`config.mk`:
```
export PLATFORM = sky130hd
export DESIGN_NAME = hazard_ctrl_flat
export DESIGN_NICKNAME = d
export VERILOG_FILES = /design/src/rtl/hazard_ctrl_pkg.sv /design/src/rtl/hazard_ctrl_if.sv /design/src/rtl/hazard_ctrl_stall_counter.sv /design/src/rtl/hazard_ctrl.sv /design/src/flat_wrapper.sv
export SDC_FILE = /design/constraint.sdc
export NUM_CORES = 1
export LEC_CHECK = 0
export CORE_UTILIZATION = 41
export CTS_BUF_LIST = sky130_fd_sc_hd__clkbuf_8
export DETAILED_ROUTE_END_ITERATION = 12
export HOLD_SLACK_MARGIN = 0.03
export PLACE_DENSITY = 0.88
export SYNTH_ARGS = -nofsm -noshare
export SYNTH_HDL_FRONTEND = slang
export SYNTH_SLANG_ARGS = --single-unit
```
`constraint.sdc`:
```
create_clock -name clk -period 1.8 [get_ports clk]
set_input_delay 0.36 -clock clk [delete_from_list [all_inputs] [get_ports clk]]
set_output_delay 0.36 -clock clk [all_outputs]
set_load 0.03 [all_outputs]
```
`src/rtl/hazard_ctrl_pkg.sv`:
```
// Shared pipeline definitions for the hazard controller: widths, multicycle
// defaults, FSM state encoding and the load-use hazard predicate.
package hazard_ctrl_pkg;

  localparam int unsigned REG_W          = 5;
  localparam int unsigned CNT_W          = 6;
  localparam int unsigned MUL_CYCLES_DEF = 4;
  localparam int unsigned DIV_CYCLES_DEF = 33;

  typedef enum logic [1:0] {
    ST_IDLE = 2'd0,
    ST_BUSY = 2'd1,
    ST_DONE = 2'd2
  } md_state_e;

  // Field order is the bit order used when control words are compared as vectors.
  typedef struct packed {
    logic pc_en;
    logic if_id_en;
    logic id_ex_en;
    logic ex_mem_en;
    logic if_id_flush;
    logic id_ex_flush;
    logic md_busy;
    logic md_done;
  } pipe_ctrl_t;

  // x0 is never a real producer, so a load targeting it cannot create a hazard.
  function automatic logic load_use(
    input logic             mem_read,
    input logic [REG_W-1:0] rd,
    input logic [REG_W-1:0] rs1,
    input logic             rs1_used,
    input logic [REG_W-1:0] rs2,
    input logic             rs2_used
  );
    return mem_read && (rd != REG_W'(0)) &&
           ((rs1_used && (rs1 == rd)) || (rs2_used && (rs2 == rd)));
  endfunction

endpackage

```
`src/rtl/hazard_ctrl_if.sv`:
```
// Pipeline <-> hazard controller signal bundle. The pipeline side is the
// master; the hazard controller consumes ID/EX status and returns controls.
interface hazard_ctrl_if;
  import hazard_ctrl_pkg::*;

  logic [REG_W-1:0] id_rs1;
  logic [REG_W-1:0] id_rs2;
  logic             id_rs1_used;
  logic             id_rs2_used;
  logic [REG_W-1:0] ex_rd;
  logic             ex_mem_read;
  logic             ex_branch_taken;
  logic             ex_md_start;
  logic             ex_md_is_div;

  logic pc_en;
  logic if_id_en;
  logic id_ex_en;
  logic ex_mem_en;
  logic if_id_flush;
  logic id_ex_flush;
  logic md_busy;
  logic md_done;

  modport master (
    output id_rs1, id_rs2, id_rs1_used, id_rs2_used,
    output ex_rd, ex_mem_read, ex_branch_taken, ex_md_start, ex_md_is_div,
    input  pc_en, if_id_en, id_ex_en, ex_mem_en,
    input  if_id_flush, id_ex_flush, md_busy, md_done
  );

  modport slave (
    input  id_rs1, id_rs2, id_rs1_used, id_rs2_used,
    input  ex_rd, ex_mem_read, ex_branch_taken, ex_md_start, ex_md_is_div,
    output pc_en, if_id_en, id_ex_en, ex_mem_en,
    output if_id_flush, id_ex_flush, md_busy, md_done
  );

endinterface

```
`src/rtl/hazard_ctrl_stall_counter.sv`:
```
// Loadable down-counter timing the remaining BUSY cycles of a multicycle op.
// Saturates at zero so a stray decrement can never wrap.
module stall_counter
  import hazard_ctrl_pkg::*;
(
  input  logic             clk,
  input  logic             rst_n,
  input  logic             load_i,
  input  logic [CNT_W-1:0] load_val_i,
  input  logic             dec_i,
  output logic [CNT_W-1:0] cnt_o,
  output logic             zero_o
);

  logic [CNT_W-1:0] cnt_q;
  logic [CNT_W-1:0] cnt_d;

  always_comb begin
    cnt_d = cnt_q;
    if (load_i) begin
      cnt_d = load_val_i;
    end else if (dec_i && (cnt_q != CNT_W'(0))) begin
      cnt_d = cnt_q - CNT_W'(1);
    end
  end

  always_ff @(posedge clk or negedge rst_n) begin
    if (!rst_n) begin
      cnt_q <= CNT_W'(0);
    end else begin
      cnt_q <= cnt_d;
    end
  end

  assign cnt_o  = cnt_q;
  assign zero_o = (cnt_q == CNT_W'(0));

endmodule

```
`src/rtl/hazard_ctrl.sv`:
```
// Pipeline hazard controller: load-use stall, branch flush, and a full-pipe
// freeze while a multicycle multiply/divide occupies EX.
module hazard_ctrl
  import hazard_ctrl_pkg::*;
#(
  parameter int unsigned MUL_CYCLES = MUL_CYCLES_DEF,
  parameter int unsigned DIV_CYCLES = DIV_CYCLES_DEF
) (
  input logic         clk,
  input logic         rst_n,
  hazard_ctrl_if.slave hz
);

  md_state_e        state_q;
  md_state_e        state_d;
  logic [CNT_W-1:0] cnt;
  logic             cnt_zero;
  logic             cnt_load;
  logic [CNT_W-1:0] cnt_load_val;
  logic             cnt_dec;
  logic             lu_hazard;
  pipe_ctrl_t       ctrl_c;

  // Start cycle already counts as one frozen cycle, so BUSY lasts N-1 cycles.
  assign cnt_load_val = hz.ex_md_is_div ? CNT_W'(DIV_CYCLES - 2)
                                        : CNT_W'(MUL_CYCLES - 2);

  assign lu_hazard = load_use(hz.ex_mem_read, hz.ex_rd,
                              hz.id_rs1, hz.id_rs1_used,
                              hz.id_rs2, hz.id_rs2_used);

  always_comb begin
    state_d            = state_q;
    cnt_load           = 1'b0;
    cnt_dec            = 1'b0;
    ctrl_c             = '0;
    ctrl_c.pc_en       = 1'b1;
    ctrl_c.if_id_en    = 1'b1;
    ctrl_c.id_ex_en    = 1'b1;
    ctrl_c.ex_mem_en   = 1'b1;

    unique case (state_q)
      ST_IDLE: begin
        // Branch wins over both multicycle start and load-use.
        if (hz.ex_branch_taken) begin
          ctrl_c.if_id_flush = 1'b1;
          ctrl_c.id_ex_flush = 1'b1;
        end else if (hz.ex_md_start) begin
          ctrl_c.pc_en     = 1'b0;
          ctrl_c.if_id_en  = 1'b0;
          ctrl_c.id_ex_en  = 1'b0;
          ctrl_c.ex_mem_en = 1'b0;
          cnt_load         = 1'b1;
          state_d          = ST_BUSY;
        end else if (lu_hazard) begin
          ctrl_c.pc_en       = 1'b0;
          ctrl_c.if_id_en    = 1'b0;
          ctrl_c.id_ex_flush = 1'b1;
        end
      end

      ST_BUSY: begin
        ctrl_c.pc_en     = 1'b0;
        ctrl_c.if_id_en  = 1'b0;
        ctrl_c.id_ex_en  = 1'b0;
        ctrl_c.ex_mem_en = 1'b0;
        ctrl_c.md_busy   = 1'b1;
        cnt_dec          = 1'b1;
        if (cnt_zero) begin
          state_d = ST_DONE;
        end
      end

      ST_DONE: begin
        ctrl_c.md_done = 1'b1;
        state_d        = ST_IDLE;
      end

      default: begin
        state_d = ST_IDLE;
      end
    endcase
  end

  always_ff @(posedge clk or negedge rst_n) begin
    if (!rst_n) begin
      state_q <= ST_IDLE;
    end else begin
      state_q <= state_d;
    end
  end

  stall_counter u_stall_counter (
    .clk        (clk),
    .rst_n      (rst_n),
    .load_i     (cnt_load),
    .load_val_i (cnt_load_val),
    .dec_i      (cnt_dec),
    .cnt_o      (cnt),
    .zero_o     (cnt_zero)
  );

  assign hz.pc_en       = ctrl_c.pc_en;
  assign hz.if_id_en    = ctrl_c.if_id_en;
  assign hz.id_ex_en    = ctrl_c.id_ex_en;
  assign hz.ex_mem_en   = ctrl_c.ex_mem_en;
  assign hz.if_id_flush = ctrl_c.if_id_flush;
  assign hz.id_ex_flush = ctrl_c.id_ex_flush;
  assign hz.md_busy     = ctrl_c.md_busy;
  assign hz.md_done     = ctrl_c.md_done;

endmodule

```
`src/flat_wrapper.sv`:
```
// flat-port wrapper written by rule: the top's interface ports become plain ports
module hazard_ctrl_flat import hazard_ctrl_pkg::*;
#(
  parameter int unsigned MUL_CYCLES = MUL_CYCLES_DEF,
  parameter int unsigned DIV_CYCLES = DIV_CYCLES_DEF
)
  (clk, rst_n, hz_id_rs1, hz_id_rs2, hz_id_rs1_used, hz_id_rs2_used, hz_ex_rd, hz_ex_mem_read, hz_ex_branch_taken, hz_ex_md_start, hz_ex_md_is_div, hz_pc_en, hz_if_id_en, hz_id_ex_en, hz_ex_mem_en, hz_if_id_flush, hz_id_ex_flush, hz_md_busy, hz_md_done);
  hazard_ctrl_if hz_i ();
  input logic clk;
  input logic rst_n;
  input wire logic [$bits(hz_i.id_rs1)-1:0] hz_id_rs1;
  input wire logic [$bits(hz_i.id_rs2)-1:0] hz_id_rs2;
  input wire logic [$bits(hz_i.id_rs1_used)-1:0] hz_id_rs1_used;
  input wire logic [$bits(hz_i.id_rs2_used)-1:0] hz_id_rs2_used;
  input wire logic [$bits(hz_i.ex_rd)-1:0] hz_ex_rd;
  input wire logic [$bits(hz_i.ex_mem_read)-1:0] hz_ex_mem_read;
  input wire logic [$bits(hz_i.ex_branch_taken)-1:0] hz_ex_branch_taken;
  input wire logic [$bits(hz_i.ex_md_start)-1:0] hz_ex_md_start;
  input wire logic [$bits(hz_i.ex_md_is_div)-1:0] hz_ex_md_is_div;
  output wire logic [$bits(hz_i.pc_en)-1:0] hz_pc_en;
  output wire logic [$bits(hz_i.if_id_en)-1:0] hz_if_id_en;
  output wire logic [$bits(hz_i.id_ex_en)-1:0] hz_id_ex_en;
  output wire logic [$bits(hz_i.ex_mem_en)-1:0] hz_ex_mem_en;
  output wire logic [$bits(hz_i.if_id_flush)-1:0] hz_if_id_flush;
  output wire logic [$bits(hz_i.id_ex_flush)-1:0] hz_id_ex_flush;
  output wire logic [$bits(hz_i.md_busy)-1:0] hz_md_busy;
  output wire logic [$bits(hz_i.md_done)-1:0] hz_md_done;
  assign hz_i.id_rs1 = hz_id_rs1;
  assign hz_i.id_rs2 = hz_id_rs2;
  assign hz_i.id_rs1_used = hz_id_rs1_used;
  assign hz_i.id_rs2_used = hz_id_rs2_used;
  assign hz_i.ex_rd = hz_ex_rd;
  assign hz_i.ex_mem_read = hz_ex_mem_read;
  assign hz_i.ex_branch_taken = hz_ex_branch_taken;
  assign hz_i.ex_md_start = hz_ex_md_start;
  assign hz_i.ex_md_is_div = hz_ex_md_is_div;
  assign hz_pc_en = hz_i.pc_en;
  assign hz_if_id_en = hz_i.if_id_en;
  assign hz_id_ex_en = hz_i.id_ex_en;
  assign hz_ex_mem_en = hz_i.ex_mem_en;
  assign hz_if_id_flush = hz_i.if_id_flush;
  assign hz_id_ex_flush = hz_i.id_ex_flush;
  assign hz_md_busy = hz_i.md_busy;
  assign hz_md_done = hz_i.md_done;
  hazard_ctrl #(.MUL_CYCLES(MUL_CYCLES), .DIV_CYCLES(DIV_CYCLES)) u_core (.clk(clk), .rst_n(rst_n), .hz(hz_i));
endmodule
```
# Word-level counts from Yosys, hierarchy flattened
# Cells that the tools add are included.
classes:
  n_eq_ne: 7
  div_mod_pow: 0
  n_mul: 0
  bitwise: 0
  muxes: 22
  n_reduce_logical: 12
  add_sub_neg: 1
  shifts: 0
  order_cmp: 0
op_table:
  columns: ["cell", "count"]
  rows:
  - ["2-bit two-way mux", 7]
  - ["6-bit two-way mux", 2]
  - ["5-bit == test", 2]
  - ["1-bit two-way mux", 9]
  - ["4-bit case mux with 2 select lines", 1]
  - ["6-bit logical NOT", 1]
  - ["6-bit nonzero test", 1]
  - ["6-bit by 1-bit subtractor with 6-bit output, second input constant", 1]
  - ["1-bit logical AND", 5]
  - ["5-bit two-way mux", 1]
  - ["5-bit nonzero test", 1]
  - ["4-bit two-way mux", 1]
  - ["2-bit inequality test, second input constant", 2]
  - ["2-bit case mux with 2 select lines", 1]
  - ["3-bit AND reduction", 1]
  - ["2-bit by 1-bit == test with 1-bit output, second input constant", 1]
  - ["2-bit == test, second input constant", 1]
  - ["2-bit logical NOT", 1]
  - ["2-bit by 1-bit inequality test with 1-bit output, second input constant", 1]
  - ["2-bit nonzero test", 1]
  - ["1-bit logical OR", 1]
totals:
  latch_bits: 0
  reg_bits: 8
  in_bits: 23
  mem_bits_rw: 0
  romBits: 0
  mem_count: 0

# Depth between registers and ports, before layout
# Gate-level depths: netlist of the first run.
logic_depth:
  word_depth: 8
  mapped_depth: 6

# Hierarchy
# A second synthesis of the first run with hierarchy kept.
hier_totals:
  hier_cells: 80
  area_unflattened_um2: 679.4
modules_own_cells:
  columns: ["module", "n_inst", "area_each_um2", "seq_area_each_um2", "cells_each"]
  rows:
  - ["stall_counter", 1, 395.4, 150.1, 44]
  - ["hazard_ctrl", 1, 284.0, 50.0, 36]

# Least setup slack after synthesis of the first run
# Ideal clock, no wire load.
synth_path:
  path_kind: "input port to output port"
  from: "in hz_ex_md_start"
  to: "out hz_pc_en"
  arrival_time_ps: 1932
  n_path_buf: 1
  t_required_ps: 1440
  stages: 4
  slack_ps: -492
  cell_sequence: "nor2b_1 -> o21bai_1 -> a21boi_1 -> buf_4"
synth_via:
  elab_chain_len: 3
synth_rtl:
  columns: ["element", "line", "source"]
  rows:
  - ["start, declared", "flat_wrapper.sv:18", "input wire logic [$bits(hz_i.ex_md_start)-1:0] hz_ex_md_start;"]
  - ["2-bit two-way mux", "hazard_ctrl.sv:48", "end else if (hz.ex_md_start) begin"]
  - ["4-bit two-way mux", "hazard_ctrl.sv:45", "if (hz.ex_branch_taken) begin"]
  - ["4-bit case mux with 2 select lines", "hazard_ctrl.sv:42", "unique case (state_q)"]
  - ["end, declared", "flat_wrapper.sv:20", "output wire logic [$bits(hz_i.pc_en)-1:0] hz_pc_en;"]
# Every way passes these cells.

# Worst setup path after layout of the first run
layout_path:
  from: "in hz_ex_rd[1]"
  to: "out hz_pc_en"
layout_via:
  elab_chain_len: 8
layout_rtl:
  columns: ["element", "line", "source"]
  rows:
  - ["start, declared", "flat_wrapper.sv:15", "input wire logic [$bits(hz_i.ex_rd)-1:0] hz_ex_rd;"]
  - ["5-bit == test", "hazard_ctrl_pkg.sv:38", "((rs1_used && (rs1 == rd)) || (rs2_used && (rs2 == rd)));"]
  - ["1-bit logical AND", "hazard_ctrl_pkg.sv:38", null]
  - ["1-bit logical OR", "hazard_ctrl_pkg.sv:38", null]
  - ["1-bit logical AND *", "hazard_ctrl_pkg.sv:37", "return mem_read && (rd != REG_W'(0)) &&"]
  - ["2-bit two-way mux *", "hazard_ctrl.sv:55", "end else if (lu_hazard) begin"]
  - ["2-bit two-way mux *", "hazard_ctrl.sv:48", null]
  - ["4-bit two-way mux *", "hazard_ctrl.sv:45", null]
  - ["4-bit case mux with 2 select lines *", "hazard_ctrl.sv:42", null]
# Mark *: on every way between the ends. The rest lies on a longest branch, timed or not.

==> results.sh, run 1 <==
export IMPL_rsz0062_at_grt="true"
export IMPL_ys_ff_latch=8
export IMPL_n_antenna_cell=0
export IMPL_final_util_pct=85.1
export IMPL_setup_viol=3
export IMPL_routedWlPerCell_um=17.3
export IMPL_vdd_ir_drop_max_mv=0.982
export IMPL_violations="negative setup slack"
export IMPL_max_cap_violations=0
export IMPL_crit_arrival_ns=1.63
export IMPL_clock_root_buffer="clkbuf_8"
export IMPL_cts_buffers=3
export IMPL_critPathLaunchType="input port"
export IMPL_synth_top_cell_area_share_pct=31.9
export IMPL_gp_congestion=0.832
export IMPL_vias_per_cell=5.56
export IMPL_synth_distinct_cells=30
export IMPL_die_y_um=41.1
export IMPL_place_ws_ns=-0.860
export IMPL_period_share_pct=110
export IMPL_tritoncts="done"
export IMPL_detail_route_iter0_violations=25
export IMPL_synth_fp_nets=95
export IMPL_synthCells=70
export IMPL_ff2ff_setup_slack_ns=0.07
export IMPL_hold_viol=0
export IMPL_antenna_found_initial=0
export IMPL_drtAntennaViolNets=0
export IMPL_syn2layout_area_growth_pct=85.1
export IMPL_critPathCapture="hz_pc_en"
export IMPL_grt_pass1_wl_mm=2.88
export IMPL_cp_num_cells=7
export IMPL_setup_ws_ns=-0.186
export IMPL_die_area_mm2=0.00169
export IMPL_avgSynthCellArea_um2=8.97
export IMPL_worstSkewPairLatency_ns=0.23
export IMPL_io_buffer_count=30
export IMPL_totalWireLength_mm=2.26
export IMPL_layout_common_cells="18 x buf_4, 9 x xnor2_1, 9 x dlymetal6s2s_1"
export IMPL_slew_headroom_pct=75.2
export IMPL_clock_skew_ns=0.00256
export IMPL_endpoint_kind="primary output"
export IMPL_reg2reg_to="u_core.u_stall_counter.cnt_o[3]$_DFFE_PN0P_"
export IMPL_crit_chain="buf_6 > or4_4 > o21ai_2 > buf_4 > nor3_4 > a21boi_4 > buf_6"
export IMPL_cts_sinks=8
export IMPL_hpwl_mm=1.40
export IMPL_cpMaxStageDelayCell="or4_4"
export IMPL_yosysSeqAreaShare_pct=31.9
export IMPL_die_width_um=41.1
export IMPL_p_leak_nw=0.587
export IMPL_power_density_mw_per_mm2=1240
export IMPL_crit_type="input port to primary output"
export IMPL_cpPeakStageDelay_ns=0.53
export IMPL_synth_area_leaders="dfrtp_1 32%, xnor2_1 17%, ha_1 4.0%, nand2_1 3.6%, nor3_1 3.2%"
export IMPL_path_delay_family="simple AND/OR/NAND/NOR gates"
export IMPL_synth_top_cell_by_area="dfrtp_1"
export IMPL_required_ns=1.44
export IMPL_hold_path_class="input port to asynchronous set/reset pin"
export IMPL_nNetsFinal=143
export IMPL_io_pins=31
export IMPL_clkTransAtPathRegs_ns=0.04
export IMPL_hold_buffers=0
export IMPL_rows=13
export IMPL_vias=729
export IMPL_reg2reg_from="u_core.u_stall_counter.cnt_o[0]$_DFFE_PN0P_"
export IMPL_min_period_ns=1.99
export IMPL_tns_ns=-0.557
export IMPL_final_common_cell="buf_4"
export IMPL_critPathBufInv=3
export IMPL_htree_levels=1
export IMPL_dr_pass1_iters=4
export IMPL_synth_area_um2=628
export IMPL_drive_gt1_share_pct=35.3
export IMPL_cts_buffer_depth=2
export IMPL_core_area_mm2=0.00137
export IMPL_grt_max_degree=9
export IMPL_tightest_slew_ns=0.371
export IMPL_max_freq_ghz=0.503
export IMPL_initial_core_util_pct=46.0
export IMPL_cp_startpoint="hz_ex_rd[1]"
export IMPL_run_status="complete, but fails checks"
export IMPL_cpMostUsedCell="buf_6"
export IMPL_rr_worst_depth=6
export IMPL_overflow=0
export IMPL_grt_pass1_vias=618
export IMPL_slew_viol_final=0
export IMPL_drc=0
export IMPL_synth_warnings=0
export IMPL_crit_fanout=2
export IMPL_grt_total_usage_pct=27.0
## synthesized netlist by cell type, drive strengths merged
| cell type | n |
|---|---|
| a31oi | 1 |
| buf | 2 |
| dfrtp | 8 |
| and2b | 1 |
| ha | 2 |
| nor2 | 4 |
| a21boi | 1 |
| nor2b | 3 |
| or3 | 1 |
| o21bai | 1 |
| or4 | 1 |
| and4b | 1 |
| xor2 | 1 |
| nor3 | 4 |
| a21o | 1 |
| o22ai | 1 |
| nand4 | 3 |
| nand2 | 6 |
| xnor2 | 12 |
| nor4 | 1 |
| nand3b | 1 |
| or2b | 1 |
| mux2i | 1 |
| a21oi | 3 |
| and2 | 2 |
| o211ai | 2 |
| o21ai | 3 |
| inv | 2 |
## metrics by stage
| stage | cells | power [mW] | instance area (µm²) | hold slack (ns) |
|---|---|---|---|---|
| 2_1_floorplan | 70 | 0.867 | 639 | 0.0644 |
| 3_3_place_gp | 125 | 1.10 | 1010 | 0.546 |
| 3_5_place_dp | 125 | 1.13 | 1010 | 0.571 |
| 4_1_cts | 130 | 1.38 | 1090 | 0.423 |
| 5_1_grt | 131 | 1.53 | 1160 | 0.435 |
| 6_report | 131 | 1.44 | 1160 | 0.414 |
## flip-flops by register name, indices dropped and copies added (netlist names)
name / cells
u_core.u_stall_counter.cnt_o: 6
u_core.state_q: 2
## per-layer routing
| metal | GRT usage [%] | part of all wire [%] |
|---|---|---|
| met5 | 0 | 0 |
| met4 | 4.84 | 1.5 |
| met3 | 8.15 | 2.6 |
| met2 | 50.0 | 55 |
| met1 | 30.3 | 40 |
## cell families (layout without fill, tap and decap cells)
family / after synthesis / in the layout / share of synthesized area, %
buffers and inverters: 4 / 50 / 3.59
xor gates and xnor gates: 13 / 13 / 18.1
muxes: 1 / 1 / 1.59
DFF: 8 / 8 / 31.9
adders and majority gates: 2 / 2 / 3.98
and+or+nand+nor: 29 / 29 / 26.3
AOI/OAI and AO/OA: 13 / 13 / 14.5
## repair_timing
item	4_1_cts	5_1_grt
hold endpoints to repair	0	0
setup buffers	2	1
gates resized for setup	31	18
endpoints found under the setup margin	4	5
pin swaps	6	13
## worst min path at each step
stage | slack [ns] | end | start | depth (start not counted)
after detailed placement | 0.57 | u_core.u_stall_counter.cnt_o[1]$_DFFE_PN0P_ | u_core.u_stall_counter.cnt_o[1]$_DFFE_PN0P_ | 2
after CTS | 0.42 | u_core.u_stall_counter.cnt_o[3]$_DFFE_PN0P_ | rst_n | 1
after floorplan | 0.06 | u_core.state_q[0]$_DFFE_PN0P_ | rst_n | 0
after global routing | 0.44 | u_core.state_q[1]$_DFFE_PN0P_ | rst_n | 1
final | 0.41 | u_core.state_q[1]$_DFFE_PN0P_ | rst_n | 1
after global placement | 0.55 | u_core.u_stall_counter.cnt_o[1]$_DFFE_PN0P_ | u_core.u_stall_counter.cnt_o[1]$_DFFE_PN0P_ | 2
## where the power goes
part,switching (mW),internal (mW)
Clock,0.0689,0.145
Combinational,0.468,0.406
Sequential,0.0906,0.262
## layout make-up
class                   instances  area (µm²)
inverters                       2        7.51
fillers                        71         204
repair buffers                 45         424
clock buffers                   3        41.3
well taps                      15        18.8
multi-input cells              58         470
flip-flops and latches          8         200
Note: power is estimated with default switching activity, not from simulation.
==> run 2, diff against run 1 <==
- CORE_UTILIZATION: 41 -> 44
- PLACE_DENSITY: 0.88 -> 0.93
- clock period: 1.8 -> 2.4 ns (I/O delays scaled with it)
==> run 2 against run 1 <==
Effect of this change:
- the run now ends clean
- via count is 8.2% lower
- total power shrank 29%
- worst setup slack better by 0.24 ns
==> results.sh, run 2 (same netlist as run 1, synthesis figures left out) <==
export IMPL_run_status="finished, final reports clean"
export IMPL_drtAntennaViolNets=0
export IMPL_tritoncts="done"
export IMPL_vias_per_cell=5.48
export IMPL_cpPeakStageDelay_ns=0.69
export IMPL_fillers=87
export IMPL_gp_congestion=0.766
export IMPL_hold_buffers=0
export IMPL_io_pins=31
export IMPL_cts_buffer_depth=2
export IMPL_n_antenna_cell=0
export IMPL_final_common_cell="clkdlybuf4s50_1"
export IMPL_grt_max_degree=9
export IMPL_totalWireLength_mm=1.97
export IMPL_dr_pass1_iters=4
export IMPL_max_freq_ghz=0.426
export IMPL_post_cts_buffers=0
export IMPL_clock_root_buffer="clkbuf_8"
export IMPL_crit_type="input port to primary output"
export IMPL_drc=0
export IMPL_tightest_slew_ns=0.371
export IMPL_min_period_ns=2.35
export IMPL_die_width_um=39.8
export IMPL_cts_sinks=8
export IMPL_critPathBufInv=2
export IMPL_p_leak_nw=0.450
export IMPL_max_cap_violations=0
export IMPL_drive_gt1_share_pct=18.7
export IMPL_grt_pass1_vias=616
export IMPL_core_area_mm2=0.00132
export IMPL_worstSkewPairLatency_ns=0.22
export IMPL_register_area_um2=200
export IMPL_period_share_pct=97.9
export IMPL_crit_arrival_ns=1.87
export IMPL_detail_route_iter0_violations=9
export IMPL_antenna_found_initial=0
export IMPL_total_power_mw=1.02
export IMPL_multiInputGateArea_um2=428
export IMPL_layout_common_cells="20 x clkdlybuf4s50_1, 12 x xnor2_1, 8 x dfrtp_1"
export IMPL_crit_fanout=3
export IMPL_cts_buffers=3
export IMPL_clock_skew_ns=0.00181
export IMPL_endpoint_kind="primary output"
export IMPL_hold_viol=0
export IMPL_hold_path_class="input port to asynchronous set/reset pin"
export IMPL_path_delay_family="buffers and inverters"
export IMPL_rows=13
export IMPL_die_y_um=39.8
export IMPL_grt_total_usage_pct=28.4
export IMPL_crit_chain="clkdlybuf4s50_1 > and2_1 > clkdlybuf4s50_1"
export IMPL_routedWlPerCell_um=16.1
export IMPL_required_ns=1.92
export IMPL_rsz0062_at_grt="false"
export IMPL_vdd_ir_drop_max_mv=0.676
export IMPL_grt_pass1_wl_mm=2.81
export IMPL_nNetsFinal=134
export IMPL_setup_viol=0
export IMPL_initial_core_util_pct=47.7
export IMPL_cpMaxStageDelayCell="clkdlybuf4s50_1"
export IMPL_whs_ns=0.538
export IMPL_io_buffer_count=30
export IMPL_slew_viol_final=0
export IMPL_slew_headroom_pct=75.2
export IMPL_htree_levels=1
export IMPL_overflow=0
export IMPL_syn2layout_area_growth_pct=65.9
export IMPL_die_area_mm2=0.00158
export IMPL_vias=669
export IMPL_power_density_mw_per_mm2=975
export IMPL_critPathLaunchType="input port"
export IMPL_clkTransAtPathRegs_ns=0.04
export IMPL_cpMostUsedCell="clkdlybuf4s50_1"
export IMPL_largest_reg_flops=6
==> run 2: changes by cell type in the layout (fill, tap and decap cells not counted), sizes merged <==
cell           delta
buf              -15
clkbuf            -1
clkdlybuf4s15     -1
clkdlybuf4s50    +12
dlygate4sd2       +3
dlymetal6s2s      -7
==> run 2: per-layer routing <==
layer | wire length [µm] | vias up | GRT usage (%) | part of all wire [%]
met1 | 736 | 321 | 27.9 | 37
met2 | 1120 | 28 | 56.6 | 57
li1 | - | 318 | - | -
met5 | 0 | - | 0 | 0
met4 | 8 | 0 | 5.17 | 0.41
met3 | 103 | 2 | 8.52 | 5.2
==> run 2: layout make-up <==
cell class / instances / share of cell area (%)
multi-input combinational: 58 / 41.1
timing repair buffer: 36 / 33.3
sequential: 8 / 19.2
clock buffer: 3 / 3.96
tap: 15 / 1.80
inverter: 2 / 0.720
==> run 2: metrics by stage <==
stage	setup slack [ns]	setup TNS, ns	util [%]	area (µm²)	cells
floorplan	0.0686	0	-	632	70
global placement	-0.470	-0.582	73.9	973	119
detailed placement	-0.561	-0.849	73.9	973	119
CTS	0.00714	0	78.3	1030	122
global route	0.0125	0	79.1	1040	122
finish	0.0514	0	79.1	1040	122
==> run 2: repair_timing <==
action	CTS	global route
endpoints found under the hold margin	0	0
resized for setup	16	3
endpoints found under the setup margin	3	4
pin swaps	3	1
==> run 2: worst reg2reg max path, stage by stage (launching register included) <==
cell	delay [ns]
dfrtp_1	0.38
inv_1	0.12
ha_1	0.17
or2b_1	0.31
o211ai_1	0.24
xor2_1	0.16
a21oi_1	0.08
==> run 2: final timing paths <==
kind	end	from	slack, ns	cells after the start
worst max-delay path	hz_if_id_flush	hz_ex_branch_taken	0.05	3
max in group asynchronous	u_core.u_stall_counter.cnt_o[5]$_DFFE_PN0P_	rst_n	1.59	1
worst max register to register	u_core.u_stall_counter.cnt_o[3]$_DFFE_PN0P_	u_core.u_stall_counter.cnt_o[0]$_DFFE_PN0P_	0.81	6
min in group clk	u_core.u_stall_counter.cnt_o[1]$_DFFE_PN0P_	u_core.u_stall_counter.cnt_o[1]$_DFFE_PN0P_	0.58	2
worst min-delay path	u_core.state_q[0]$_DFFE_PN0P_	rst_n	0.54	1
worst min register to register	u_core.u_stall_counter.cnt_o[1]$_DFFE_PN0P_	u_core.u_stall_counter.cnt_o[1]$_DFFE_PN0P_	0.58	2
==> run 2: power breakdown <==
group	internal [mW]	leakage, nW	switching (mW)
sequential	0.196	0.0958	0.0725
combinational	0.273	0.333	0.317
clock	0.108	0.0216	0.0491
total	0.578	0.450	0.439
==> run 3, diff against run 2 <==
- RECOVER_POWER: default -> 25
==> run 3 against run 2 <==
Effect of this change:
- via count unchanged
- total power about the same
- cell area unchanged
- sequential power about the same
- critical path depth unchanged
- sequential share of layout area unchanged
- final cell count unchanged
- die area unchanged
- clock skew unchanged
- critical endpoint unchanged
- largest cell class unchanged
==> results.sh, run 3 (same netlist as run 1, synthesis figures left out) <==
export IMPL_htree_levels=1
export IMPL_reg2reg_from="u_core.u_stall_counter.cnt_o[0]$_DFFE_PN0P_"
export IMPL_final_common_cell="clkdlybuf4s50_1"
export IMPL_dr_pass1_iters=4
export IMPL_tightest_slew_ns=0.376
export IMPL_die_y_um=39.8
export IMPL_placed_area_um2=973
export IMPL_tritoncts="done"
export IMPL_ff2ff_setup_slack_ns=0.81
export IMPL_min_period_ns=2.35
export IMPL_rr_worst_depth=6
export IMPL_min_from="u_core.u_stall_counter.cnt_o[1]$_DFFE_PN0P_"
export IMPL_critPathBufInv=2
export IMPL_instances_no_fill=122
export IMPL_io_buffer_count=30
export IMPL_crit_type="input port to primary output"
export IMPL_total_power_mw=1.02
export IMPL_max_cap_violations=0
export IMPL_tns_ns=0
export IMPL_slew_viol_final=0
export IMPL_crit_chain="clkdlybuf4s50_1 > and2_1 > clkdlybuf4s50_1"
export IMPL_setup_ws_ns=0.0514
export IMPL_core_area_mm2=0.00132
export IMPL_crit_arrival_ns=1.87
export IMPL_crit_fanout=3
export IMPL_min_to="u_core.u_stall_counter.cnt_o[1]$_DFFE_PN0P_"
export IMPL_cts_buffer_depth=2
export IMPL_die_area_mm2=0.00158
export IMPL_vias_per_cell=5.48
export IMPL_min_delay_path_depth=2
export IMPL_detail_route_iter0_violations=9
export IMPL_run_status="finished, final reports clean"
export IMPL_multiInputGateArea_um2=428
export IMPL_vdd_ir_drop_max_mv=0.676
export IMPL_initial_core_util_pct=47.7
export IMPL_dp_cells=119
export IMPL_max_freq_ghz=0.426
export IMPL_cts_buffers=3
export IMPL_totalWireLength_mm=1.97
export IMPL_cpMostUsedCell="clkdlybuf4s50_1"
export IMPL_cts_sinks=8
export IMPL_critPathLaunchType="input port"
export IMPL_drtAntennaViolNets=0
export IMPL_path_delay_family="buffers and inverters"
export IMPL_reg2reg_to="u_core.u_stall_counter.cnt_o[3]$_DFFE_PN0P_"
export IMPL_clock_root_buffer="clkbuf_8"
export IMPL_clkTransAtPathRegs_ns=0.04
export IMPL_period_share_pct=97.9
export IMPL_slew_headroom_pct=74.9
export IMPL_rsz0062_at_grt="false"
export IMPL_vias=669
export IMPL_layout_common_cells="19 x clkdlybuf4s50_1, 12 x xnor2_1, 8 x dfrtp_1"
export IMPL_io_pins=31
export IMPL_required_ns=1.92
export IMPL_overflow=0
export IMPL_grt_max_degree=9
export IMPL_cpPeakStageDelay_ns=0.69
export IMPL_endpoint_kind="primary output"
export IMPL_grt_pass1_wl_mm=2.81
export IMPL_worstSkewPairLatency_ns=0.22
export IMPL_grt_total_usage_pct=28.4
export IMPL_rows=13
export IMPL_setup_viol=0
export IMPL_register_area_um2=200
export IMPL_largest_reg_flops=6
export IMPL_drc=0
export IMPL_power_density_mw_per_mm2=975
export IMPL_syn2layout_area_growth_pct=65.9
export IMPL_n_antenna_cell=0
export IMPL_hold_viol=0
export IMPL_drive_gt1_share_pct=18.7
export IMPL_p_leak_nw=0.450
export IMPL_routedWlPerCell_um=16.1
export IMPL_nNetsFinal=134
export IMPL_antenna_found_initial=0
export IMPL_fillers=87
export IMPL_die_width_um=39.8
export IMPL_gp_congestion=0.766
export IMPL_place_ws_ns=-0.561
export IMPL_finish_instance_area_mm2=0.00104
export IMPL_grt_pass1_vias=616
export IMPL_clock_skew_ns=0.00181
export IMPL_cpMaxStageDelayCell="clkdlybuf4s50_1"
export IMPL_hold_path_class="flip-flop to flip-flop"
==> run 3: report_power, final <==
| group | switching [mW] | internal (mW) | leakage (nW) |
|---|---|---|---|
| logic | 0.317 | 0.273 | 0.333 |
| registers | 0.0725 | 0.196 | 0.0958 |
| clock network | 0.0491 | 0.108 | 0.0216 |
| total | 0.439 | 0.577 | 0.450 |
==> run 3: per-stage QoR <==
stage               utilization (%)  hold slack, ns
finish                         79.1           0.579
floorplan                         -           0.184
CTS                            78.3           0.546
global placement               73.9           0.551
global route                   79.1           0.609
detailed placement             73.9           0.570
==> run 3: cell type report <==
type,count,area share [%]
Clock buffer,3,3.96
Inverter,2,0.720
Multi-Input combinational cell,58,41.1
Sequential cell,8,19.2
Tap cell,15,1.80
Timing Repair Buffer,36,33.3
==> run 3: how the worst max path moves through the flow <==
| stage | end | start | slack (ns) | cells past startpoint |
|---|---|---|---|---|
| floorplan | hz_pc_en | hz_ex_md_start | 0.07 | 4 |
| global placement | hz_id_ex_flush | hz_ex_rd[2] | -0.47 | 6 |
| detailed placement | hz_id_ex_flush | hz_ex_rd[2] | -0.56 | 6 |
| CTS | hz_id_ex_en | hz_ex_md_start | 0.007 | 4 |
| global route | hz_pc_en | hz_ex_rd[0] | 0.01 | 6 |
| finish | hz_if_id_flush | hz_ex_branch_taken | 0.05 | 3 |
==> run 3: worst register-to-register path: stages, from the launching register on <==
cell and delay [ns]:
dfrtp_1 0.38, inv_1 0.12, ha_1 0.17, or2b_1 0.31, o211ai_1 0.24, xor2_1 0.16
a21oi_1 0.08
==> run 3: per-layer routing <==
| metal | wire [µm] | part of all wire, % | vias to the layer above | GRT usage, % |
|---|---|---|---|---|
| met5 | 0 | 0 | - | 0 |
| met4 | 8 | 0.41 | 0 | 5.17 |
| met3 | 103 | 5.2 | 2 | 8.52 |
| met2 | 1120 | 57 | 28 | 56.6 |
| met1 | 735 | 37 | 321 | 27.9 |
| li1 | - | - | 318 | - |
==> run 3: timing repair <==
item | CTS | global route
gates resized for setup | 16 | 3
hold buffers | 0 | 0
setup buffers | 0 | 0
endpoints found under the setup margin | 3 | 4
pin swaps | 3 | 1
endpoints found under the hold margin | 0 | 0
